[config.mk]
export PLATFORM = sky130hd
export DESIGN_NAME = bus_host_arbiter
export DESIGN_NICKNAME = d
export VERILOG_FILES = /design/src/rtl/bus_host_arbiter.sv
export SDC_FILE = /design/constraint.sdc
export NUM_CORES = 1
export LEC_CHECK = 0
export ABC_CLOCK_PERIOD_IN_PS = 1300
export BUFFER_PORTS_ARGS = -buffer_cell sky130_fd_sc_hd__buf_2
export CORE_AREA = 2 2 39 41
export DETAILED_ROUTE_END_ITERATION = 16
export DIE_AREA = 0 0 41 43
export GPL_TIMING_DRIVEN = 0
export PLACE_DENSITY = 0.33
export SLEW_MARGIN = 10
export SYNTH_ARGS = -nofsm -noshare
export SYNTH_HDL_FRONTEND = slang
export SYNTH_SLANG_ARGS = --single-unit
export TNS_END_PERCENT = 30
[constraint.sdc]
create_clock -name clk_i -period 1.3 [get_ports clk_i]
set_clock_uncertainty 0.2 [all_clocks]
set_input_delay 0.065 -clock clk_i [delete_from_list [all_inputs] [get_ports clk_i]]
set_output_delay 0.065 -clock clk_i [all_outputs]
set_load 0.01 [all_outputs]
[src/rtl/bus_host_arbiter.sv]
// bus_host_arbiter: round-robin bus arbiter with one-cycle response steering.
// Define BUS_ARB_LOCK_EN to build the bounded lock-burst (LOCKED) feature.
module bus_host_arbiter #(
    parameter int NrHosts = 2,
    parameter int MaxLock = 4,
    parameter int SelW    = (NrHosts > 2) ? $clog2(NrHosts) : 1
) (
    input  logic               clk_i,
    input  logic               rst_i,
    input  logic [NrHosts-1:0] host_req_i,
    input  logic [NrHosts-1:0] host_lock_i,
    output logic [NrHosts-1:0] host_gnt_o,
    output logic [SelW-1:0]    host_sel_o,
    output logic               gnt_valid_o,
    output logic [NrHosts-1:0] host_rvalid_o,
    output logic [SelW-1:0]    resp_sel_o,
    output logic               locked_o
);
    typedef enum logic [1:0] {IDLE, GRANT, LOCKED} state_t;

    state_t          state, state_d;
    logic [SelW-1:0] last_q, resp_sel_q, win, idx, sel;
    logic            rvalid_q, found, hold, lock_entry, valid;

    // Scan from last_q+1 with an explicit wrap so non-power-of-two counts stay in range.
    always_comb begin
        win   = last_q;
        idx   = last_q;
        found = 1'b0;
        for (int k = 0; k < NrHosts; k++) begin
            idx = (idx == SelW'(NrHosts - 1)) ? '0 : idx + 1'b1;
            if (!found && host_req_i[idx]) begin
                found = 1'b1;
                win   = idx;
            end
        end
    end

`ifdef BUS_ARB_LOCK_EN
    logic [7:0] lock_cnt_q;

    assign hold       = (state == LOCKED) && host_req_i[last_q] && host_lock_i[last_q] &&
                        (lock_cnt_q != 8'(MaxLock));
    assign lock_entry = found && (state != IDLE) && host_lock_i[win];
    assign locked_o   = (state == LOCKED);

    always_ff @(posedge clk_i or posedge rst_i)
        if (rst_i) lock_cnt_q <= '0;
        else       lock_cnt_q <= hold ? lock_cnt_q + 8'd1 : lock_entry ? 8'd1 : 8'd0;
`else
    logic unused_lock;

    assign hold        = 1'b0;
    assign lock_entry  = 1'b0;
    assign locked_o    = 1'b0;
    assign unused_lock = ^{host_lock_i, state};
`endif

    // A release cycle out of LOCKED arbitrates exactly like a GRANT cycle.
    assign valid   = hold | found;
    assign sel     = hold ? last_q : win;
    assign state_d = hold ? LOCKED : !found ? IDLE : lock_entry ? LOCKED : GRANT;

    always_ff @(posedge clk_i or posedge rst_i)
        if (rst_i) begin
            state      <= IDLE;
            last_q     <= SelW'(NrHosts - 1);
            resp_sel_q <= '0;
            rvalid_q   <= 1'b0;
        end else begin
            state      <= state_d;
            last_q     <= valid ? sel : last_q;
            resp_sel_q <= sel;
            rvalid_q   <= valid;
        end

    always_comb begin
        host_gnt_o                = '0;
        host_gnt_o[sel]           = valid;
        host_rvalid_o             = '0;
        host_rvalid_o[resp_sel_q] = rvalid_q;
    end

    assign host_sel_o  = sel;
    assign gnt_valid_o = valid;
    assign resp_sel_o  = resp_sel_q;
endmodule

Yosys cells after proc, flatten, opt, wreduce, memory -nomap -nowiden --
Index checks and enable logic that the tools add are counted.
Cells by class: reductions and logical operators 4, shift-type cells 0, equal/unequal tests 0, divide/modulo/power cells 0, $mul 0, magnitude comparators 6, mux-type cells 14, add/sub/neg operators 2, bitwise gates (word level) 2
Operators with widths (number):
- two-way mux 1 bit | 12
- less-than comparator 1 x 2 -> 1 bit (second input constant) | 4
- bitwise AND 2 bit | 2
- logical AND 1 bit | 3
- adder 1 bit (second input constant) | 2
- demux 1 bit (select 1 bit) | 2
- greater-or-equal comparator 1 bit (second input constant) | 2
- logical NOT 1 bit | 1
Word-level totals: latch bits 0, bits in writable memories 0, register bits after elaboration 3, memories 0, bits in read-only memories 0

Logic depth before layout (Yosys ltp) --
Gate-level depths: netlist (run 1).
depth after elaboration 13, mapped depth 2, gate-level depth less buffers 2

Worst setup path before layout (run 1) --
OpenSTA, ideal clock, no wires.
kind register to register, from register last_q, to register resp_sel_q (netlist: resp_sel_o), clock period less this slack 1134 ps, buffers on the path 0, arrival time 812 ps, data required time 977 ps, cell stages (with the launch flop) 3, setup slack 166 ps, cell sequence dfstp_2 > nor2_1 > a21oi_1
Between the ends: cells in the longest elaborated chain, start to end 8
Ends and longest elaborated chain:
- start, declared | RTL line 22 | logic [SelW-1:0] last_q, resp_sel_q, win, idx, sel;
- start signal, assigned | RTL line 67 | last_q <= SelW'(NrHosts - 1);
- start signal, assigned | RTL line 72 | last_q <= valid ? sel : last_q;
- adder 1 bit | RTL line 31 | idx = (idx == SelW'(NrHosts - 1)) ? '0 : idx + 1'b1;
- two-way mux 1 bit | RTL line 31
- adder 1 bit / two-way mux 1 bit (equally long branches) | RTL line 31, 32
- two-way mux 1 bit, on equally long branches | RTL line 31, 32
- two-way mux 1 bit (not written as such) | RTL line 32 | if (!found && host_req_i[idx]) begin
- two-way mux 1 bit (not written as such) / logical NOT 1 bit (equally long branches) | RTL line 32
- logical AND 1 bit | RTL line 32
- two-way mux 1 bit (*) | RTL line 32
- named net host_sel_o | RTL line 13 | output logic [SelW-1:0] host_sel_o,
- end signal, assigned | RTL line 73 | resp_sel_q <= sel;
- end, declared | RTL line 22
The timed path passes the listed nets; every way through them passes the cells marked *. The select of a mux whose other input is x is not followed. A chain may end at the register's enable or synchronous reset.

Final worst setup path (run 1) --
from register last_q, to output host_sel_o
Between the ends: cells in the longest elaborated chain, start to end 8
Ends and longest elaborated chain (RTL line):
- adder 1 bit | 31
- two-way mux 1 bit | 31
- adder 1 bit / two-way mux 1 bit (equally long branches) | 31, 32
- two-way mux 1 bit, on equally long branches | 31, 32
- two-way mux 1 bit (not written as such) | 32
- two-way mux 1 bit (not written as such) / logical NOT 1 bit (equally long branches) | 32
- logical AND 1 bit | 32
- two-way mux 1 bit (*) | 32
- end, declared | 13
Mark *: on every way between the ends. The rest lies on a longest branch, timed or not. The select of a mux whose other input is x is not followed.

==> metrics.csv, run 1 <==
stage;metric;value;unit
status;status;finished with violations;
status;violations;hold timing, setup timing;
clock_tree;cts_max_path_buffers;2;
synth;syn-cell-area;142.6;µm²
synth;synth-compound-area-share;17.54;%
synth;syn-num-nets;21;
synth;ys_types;12;
timing;maxSlewViolCount;0;
synth;synth_top_family_by_area;compound AO/OA/AOI/OAI gates;
synth;synthTopCellsByArea;dfrtp_1 (35%), dfstp_2 (18%), a21oi_1 (7.0%);
route;post_drt_wl_per_cell;7.469;µm
power;cellPowerDensity;1345;nW/µm²
setup_path;worstPathRequired;1030;ps
cells_and_area;layout_commonest_cell;buf_2;
route;postRouteAntennaNets;0;
timing;finalHoldViolCount;2;
placement;place_area;212.7;µm²
clock_tree;insertion_delay;240;ps
synth;yosys_register_bits;3;
clock_tree;cts_tree;yes;
setup_path;arrival;1110;ps
die;dieArea;1763;µm²
die;row_count;14;
timing;rsz0062_at_grt;yes;
cells_and_area;fin_nets;40;
grt;overflow;0;
synth;synthSimpleGateAreaFrac;15.79;%
setup_path;end_kind;output pin;
die;start_util;10.31;%
cells_and_area;drive_gt1_share;57.58;%
cells_and_area;areaGrowthSynthToFinish;96.49;%
route;drt_iter0_drc;1;
synth;syn_area_per_cell;9.509;µm²
route;drt_pre_antenna_iters;2;
power;ir_drop;0.6453;mV
clock_tree;htree_levels;1;
synth;yosys_warnings;0;
die;fp.coreArea;1384;µm²
route;drt-total-wl;366;µm
grt;grt_pass1_vias;144;
clock_tree;cts_made_buffers;3;
clock_tree;path_clk_slew;40;ps
timing;fmax;0.7283;GHz
placement;post-dp-hpwl;257.8;µm
route;vias;161;
synth;netlist_instances;15;
die;die_y;43;µm
timing;hold_slack;-166.0;ps
route;drc;0;
timing;layout_setup_ws;-73.07;ps
clock_tree;cts.sinks;3;
setup_path;crit_fanout;4;
placement;gp_congestion;0.7204;
timing;layout_worst_path_cycle_share;105.6;%
synth;synth_top_area_cell;dfrtp_1;
flow_run;timing.max_cap.violations;0;
die;die_x;41;µm
grt;grt_max_degree;6;
timing;post-route-min-period;1373;ps
power;leakagePower;0.1403;nW
setup_path;cp-start-kind;flip-flop;
grt;grt_antenna_before_repair;0;
synth;synth_xor_area_share;0;%
hold_path;hp-class;in2reg;
cells_and_area;most-common-layout-cells;buf_2 (10), buf_4 (3), clkbuf_4 (3);
synth;synth_seq_area_share;53.51;%
clock_tree;cts_hold_buf;2;
timing;setup_violations;2;
die;ioPinCount;14;
placement;port_buffers;10;
cells_and_area;final_area;280.3;µm²
grt;grt.total_usage;4.724;%
clock_tree;cts-root-buf;clkbuf_4;
synth;synthAdderAreaFrac;0;%
synth;synthMuxAreaShare;0;%
setup_path;criticalPathCategory;reg2out;
grt;grt_pass1_wl;462;µm
cells_and_area;insertedDiodeCount;0;
synth;yosysTopAreaCellShare;35.09;%
route;via_per_inst;3.286;
[flip-flops by register name (all words and copies together) (netlist names)]
name / count
last_q: 1
rvalid_q: 1
resp_sel_o: 1
[metal layers]
layer	vias up	share of wire [%]	track usage, %
li1	81	-	-
met1	74	41	3.226
met2	6	48	5.938
met4	0	0	2.000
met5	-	0	0
met3	0	11	7.853
[worst paths after layout]
| check | start | to | slack (ps) | cells after the start |
|---|---|---|---|---|
| min reg2reg | last_q | last_q | 350 | 2 |
| max in group asynchronous | rst_i | last_q | 650 | 3 |
| min in group asynchronous | rst_i | resp_sel_o | 40 | 3 |
| max reg2reg | last_q | resp_sel_o | 150 | 3 |
| min | host_req_i[0] | last_q | -170 | 2 |
| max | last_q | host_sel_o | -70 | 3 |
[worst max-delay path, stage by stage, from the launching register on]
cell     delay [ps]
dfstp_2         550
nor2_2           50
a21oi_2         120
buf_2           150
[final cells by class]
cell class / count / area (µm²)
plain buffers: 1 / 7.507
clock buffers: 4 / 26.28
fillers: 153 / 1104
inverters: 2 / 7.507
multi-input cells: 9 / 57.56
flip-flops and latches: 3 / 76.32
well taps: 16 / 20.02
repair buffers: 14 / 85.08
[kinds of logic after synthesis]
kind of cell	Yosys count
other	1
AO/OA/AOI/OAI	4
flip-flops	3
buffers and inverters	3
AND/OR/NAND/NOR	4
[where the power goes]
part	leakage, nW	switching (W)	internal [W]	total, W
clock network	0.0150	0.0000530	0.000115	0.000168
registers	0.0321	0.00000806	0.000108	0.000116
logic	0.0932	0.0000440	0.0000483	0.0000923
[repair_timing]
item	4_1_cts	5_1_grt
endpoints found under the hold margin	6	2
endpoints found under the setup margin	2	3
buffers inserted	2	0
pin swaps	1	0
resized for setup	2	0
[metrics by stage]
step           util, %  power (W)  cells  worst slack [ps]  setup TNS (ps)
2_1_floorplan        -  0.0001548     15             165.6               0
3_3_place_gp     15.37  0.0001877     41             125.2               0
3_5_place_dp     15.37  0.0001883     41             115.9               0
4_1_cts          20.25  0.0003841     49            -60.49          -112.7
5_1_grt          20.25  0.0004014     49            -104.5          -195.2
6_report         20.25  0.0003770     49            -73.07          -115.7
[cells in the mapped netlist]
cell type / n
a21boi_0: 1
a21boi_1: 1
a21oi_1: 2
and2_1: 1
buf_4: 1
conb_1: 1
dfrtp_1: 2
dfstp_2: 1
inv_1: 2
nor2_1: 1
nor2b_1: 1
or2_1: 1
Power figures use the tool's default switching activity.
==> run 2: changes to the inputs <==
--- a/config.mk
+++ b/config.mk
@@ -5,6 +5,7 @@
 export SDC_FILE = /design/constraint.sdc
 export NUM_CORES = 1
 export LEC_CHECK = 0
+export ABC_AREA = 1
 export ABC_CLOCK_PERIOD_IN_PS = 1300
 export BUFFER_PORTS_ARGS = -buffer_cell sky130_fd_sc_hd__buf_2
 export CORE_AREA = 2 2 39 41
@@ -12,7 +13,8 @@
 export DIE_AREA = 0 0 41 43
 export GPL_TIMING_DRIVEN = 0
 export PLACE_DENSITY = 0.33
-export SLEW_MARGIN = 10
+export SKIP_LAST_GASP = 1
+export SLEW_MARGIN = 20
 export SYNTH_ARGS = -nofsm -noshare
 export SYNTH_HDL_FRONTEND = slang
 export SYNTH_SLANG_ARGS = --single-unit
==> run 2 against run 1 <==
Against the previous run:
- the run still ends with hold timing, setup timing left
- combinational power grew 11%
- synthesized cell count increased by 33%
- critical path depth up 1
- largest cell class unchanged
- highest routed layer unchanged
- design area grew 4.5%
- critical path type unchanged
- first-iteration DRC count decreased by 100%
==> metrics.csv, run 2 <==
stage;metric;value;unit;change
grt;grt_pass1_wl;510;µm;+10%
cells_and_area;fill_cells;151;;-1.3%
timing;layout_setup_ws;-33.09;ps;+39.99 ps
timing;maxSlewViolCount;0;;unchanged
placement;place_area;216.5;µm²;+1.8%
placement;dpl_worst_slack;175.0;ps;+59.11 ps
die;ioPinCount;14;;unchanged
cells_and_area;insertedDiodeCount;0;;unchanged
power;cellPowerDensity;1305;nW/µm²;-3.0%
clock_tree;cts_made_buffers;3;;unchanged
setup_path;reg2reg_slack;30;ps;-120 ps
clock_tree;cts.sinks;3;;unchanged
status;violations;hold timing, setup timing;;
grt;overflow;0;;unchanged
timing;tns;-55.74;ps;+59.96 ps
synth;synth_top_area_cell;dfrtp_1;;
power;ir_drop;0.3944;mV;-39%
die;row_count;14;;unchanged
synth;synth_edf_count;0;;unchanged
clock_tree;cts-root-buf;clkbuf_4;;
synth;netlist_instances;20;;+5
power;leakagePower;0.1754;nW;+25%
grt;grt_antenna_before_repair;0;;unchanged
setup_path;cp-start-kind;flip-flop;;
synth;yosys_register_bits;3;;unchanged
timing;rsz0062_at_grt;yes;;
timing;layout_worst_path_cycle_share;102.5;%;-3.1 points
setup_path;end_kind;output pin;;
setup_path;crit_fanout;3;;-1
power;clkPwrFrac;42.8;%;-1.9 points
synth;ys.flop_type;dfrtp_1;;
die;die_x;41;µm;unchanged
synth;synth_seq_area_share;52.14;%;-1.4 points
placement;gp_congestion;0.6242;;-13%
die;start_util;10.58;%;+0.27 points
synth;yosys_warnings;0;;unchanged
cells_and_area;layout_commonest_cell;buf_2;;
flow_run;timing.max_cap.violations;0;;unchanged
clock_tree;cts_hold_buf;2;;unchanged
cells_and_area;most-common-layout-cells;buf_2 (9), inv_1 (5), nand2_1 (4);;
synth;ys_types;8;;-4
route;postRouteAntennaNets;0;;unchanged
route;drc;0;;unchanged
timing;post-route-min-period;1333;ps;-39.99 ps
route;drt-total-wl;346;µm;-5.5%
clock_tree;insertion_delay;230;ps;about the same
synth;async_flop_share;100.0;%;unchanged
power;p_int;0.0002761;W;+1.5%
power;p_comb_share;26.6;%;+2.1 points
power;switching_share;27.75;%;-0.11 points
status;status;finished with violations;;
synth;yosysTopAreaCellShare;34.19;%;-0.90 points
cells_and_area;areaGrowthSynthToFinish;100.0;%;
timing;hold_slack;-94.38;ps;+71.66 ps
placement;port_buffers;10;;unchanged
die;die_y;43;µm;unchanged
timing;fmax;0.7501;GHz;+3.0%
grt;grt.total_usage;5.337;%;+0.61 points
power;seqPwrFrac;30.6;%;-0.3 points
route;via_per_inst;3.037;;-7.6%
route;post_drt_wl_per_cell;6.407;µm;-14%
die;dieArea;1763;µm²;unchanged
route;vias;164;;+1.9%
timing;finalHoldViolCount;2;;unchanged
cells_and_area;final_area;292.8;µm²;+4.5%
setup_path;criticalPathCategory;reg2out;;
die;fp.coreArea;1384;µm²;unchanged
synth;syn-cell-area;146.4;µm²;+2.6%
timing;setup_violations;2;;unchanged
setup_path;arrival;1070;ps;-40 ps
setup_path;ff2ff_path_depth;5;;+2
route;drt_iter0_drc;0;;-1
synth;syn-num-nets;26;;+24%
clock_tree;cts_tree;yes;;
synth;syn_area_per_cell;7.320;µm²;-23%
cells_and_area;drive_gt1_share;55.26;%;-2.3 points
setup_path;worstPathRequired;1030;ps;about the same
clock_tree;cts_max_path_buffers;2;;unchanged
route;drt_pre_antenna_iters;1;;-1
synth;synthTopCellsByArea;dfrtp_1 (34%), dfstp_2 (18%), inv_1 (15%);;
cells_and_area;seq_area;76.32;µm²;unchanged
grt;grt_pass1_vias;140;;-2.8%
hold_path;min_path_cells;3;;+1
clock_tree;path_clk_slew;40;ps;about the same
cells_and_area;multiInputGateArea;48.80;µm²;-15%
cells_and_area;fin_nets;45;;+13%
synth;synthTopCellsByCount;inv_1 (6), nand2_1 (6), a21oi_1 (2), dfrtp_1 (2);;
power;p_switching;0.0001060;W;+0.96%
hold_path;hp-class;in2reg;;
power;power;0.0003821;W;+1.4%
clock_tree;htree_levels;1;;unchanged
grt;grt_max_degree;4;;-2
cells_and_area;final_util;21.16;%;+0.90 points
-- run 2: cell count changes in the layout (fill, tap and decap cells not counted), sizes merged --
cell,delta
or2,-1
and2,-1
nor2b,-1
nand2,+6
inv,+4
a21boi,-2
-- run 2: worst max-delay path: stages (launching register included) --
cell,delay [ps]
dfstp_2,550
inv_2,50
nand2_2,60
nand2_2,60
buf_6,120
-- run 2: final cells by class --
class                      count  area share (%)
buffer                         1           2.564
clock buffer                   4           8.974
inverter                       6           7.692
multi-input combinational     10           16.67
sequential                     3           26.07
tap                           16           6.838
timing repair buffer          14           31.20
-- run 2: path summary, 6_finish.rpt --
kind	start	to
hold reg to reg	last_q	last_q
max in group asynchronous	rst_i	last_q
hold / removal	host_req_i[0]	rvalid_q
setup reg to reg	last_q	resp_sel_o
setup / recovery	last_q	host_sel_o
min in group asynchronous	rst_i	resp_sel_o
-- run 2: per-stage QoR --
stage,hold slack [ps],std cells
global placement,-259.9,46
CTS,-111.9,54
finish,-94.38,54
detailed placement,-265.3,46
global route,-80.26,54
floorplan,-382.1,20
-- run 2: logic make-up (layout without fill, tap and decap cells) --
| group | Yosys count | after routing | synth area share, % |
|---|---|---|---|
| and+or+nand+nor | 7 | 7 | 17.95 |
| buffers and inverters | 7 | 25 | 20.51 |
| DFF | 3 | 3 | 52.14 |
| AOI/OAI and AO/OA | 2 | 2 | 6.838 |
| other | 1 | 1 | 2.562 |
-- run 2: power by group through the flow --
stage / registers, W / clock network (W) / logic (W)
floorplan: 0.000118 / 0 / 0.0000385
global placement: 0.000117 / 0 / 0.0000730
detailed placement: 0.000117 / 0 / 0.0000721
CTS: 0.000117 / 0.000176 / 0.0000998
global route: 0.000118 / 0.000182 / 0.000114
finish: 0.000117 / 0.000164 / 0.000102
-- run 2: timing repair --
item,in CTS,in global routing
pin swaps,2,2
gates resized for setup,4,1
setup buffers,2,0
setup endpoints to repair,2,5
endpoints found under the hold margin,5,2
-- run 2: per-layer routing --
layer,vias up,GRT usage (%),wire [µm]
met3,0,3.141,62
met4,0,10.00,0
li1,89,-,-
met1,64,5.519,144
met5,-,0,0
met2,11,4.688,139
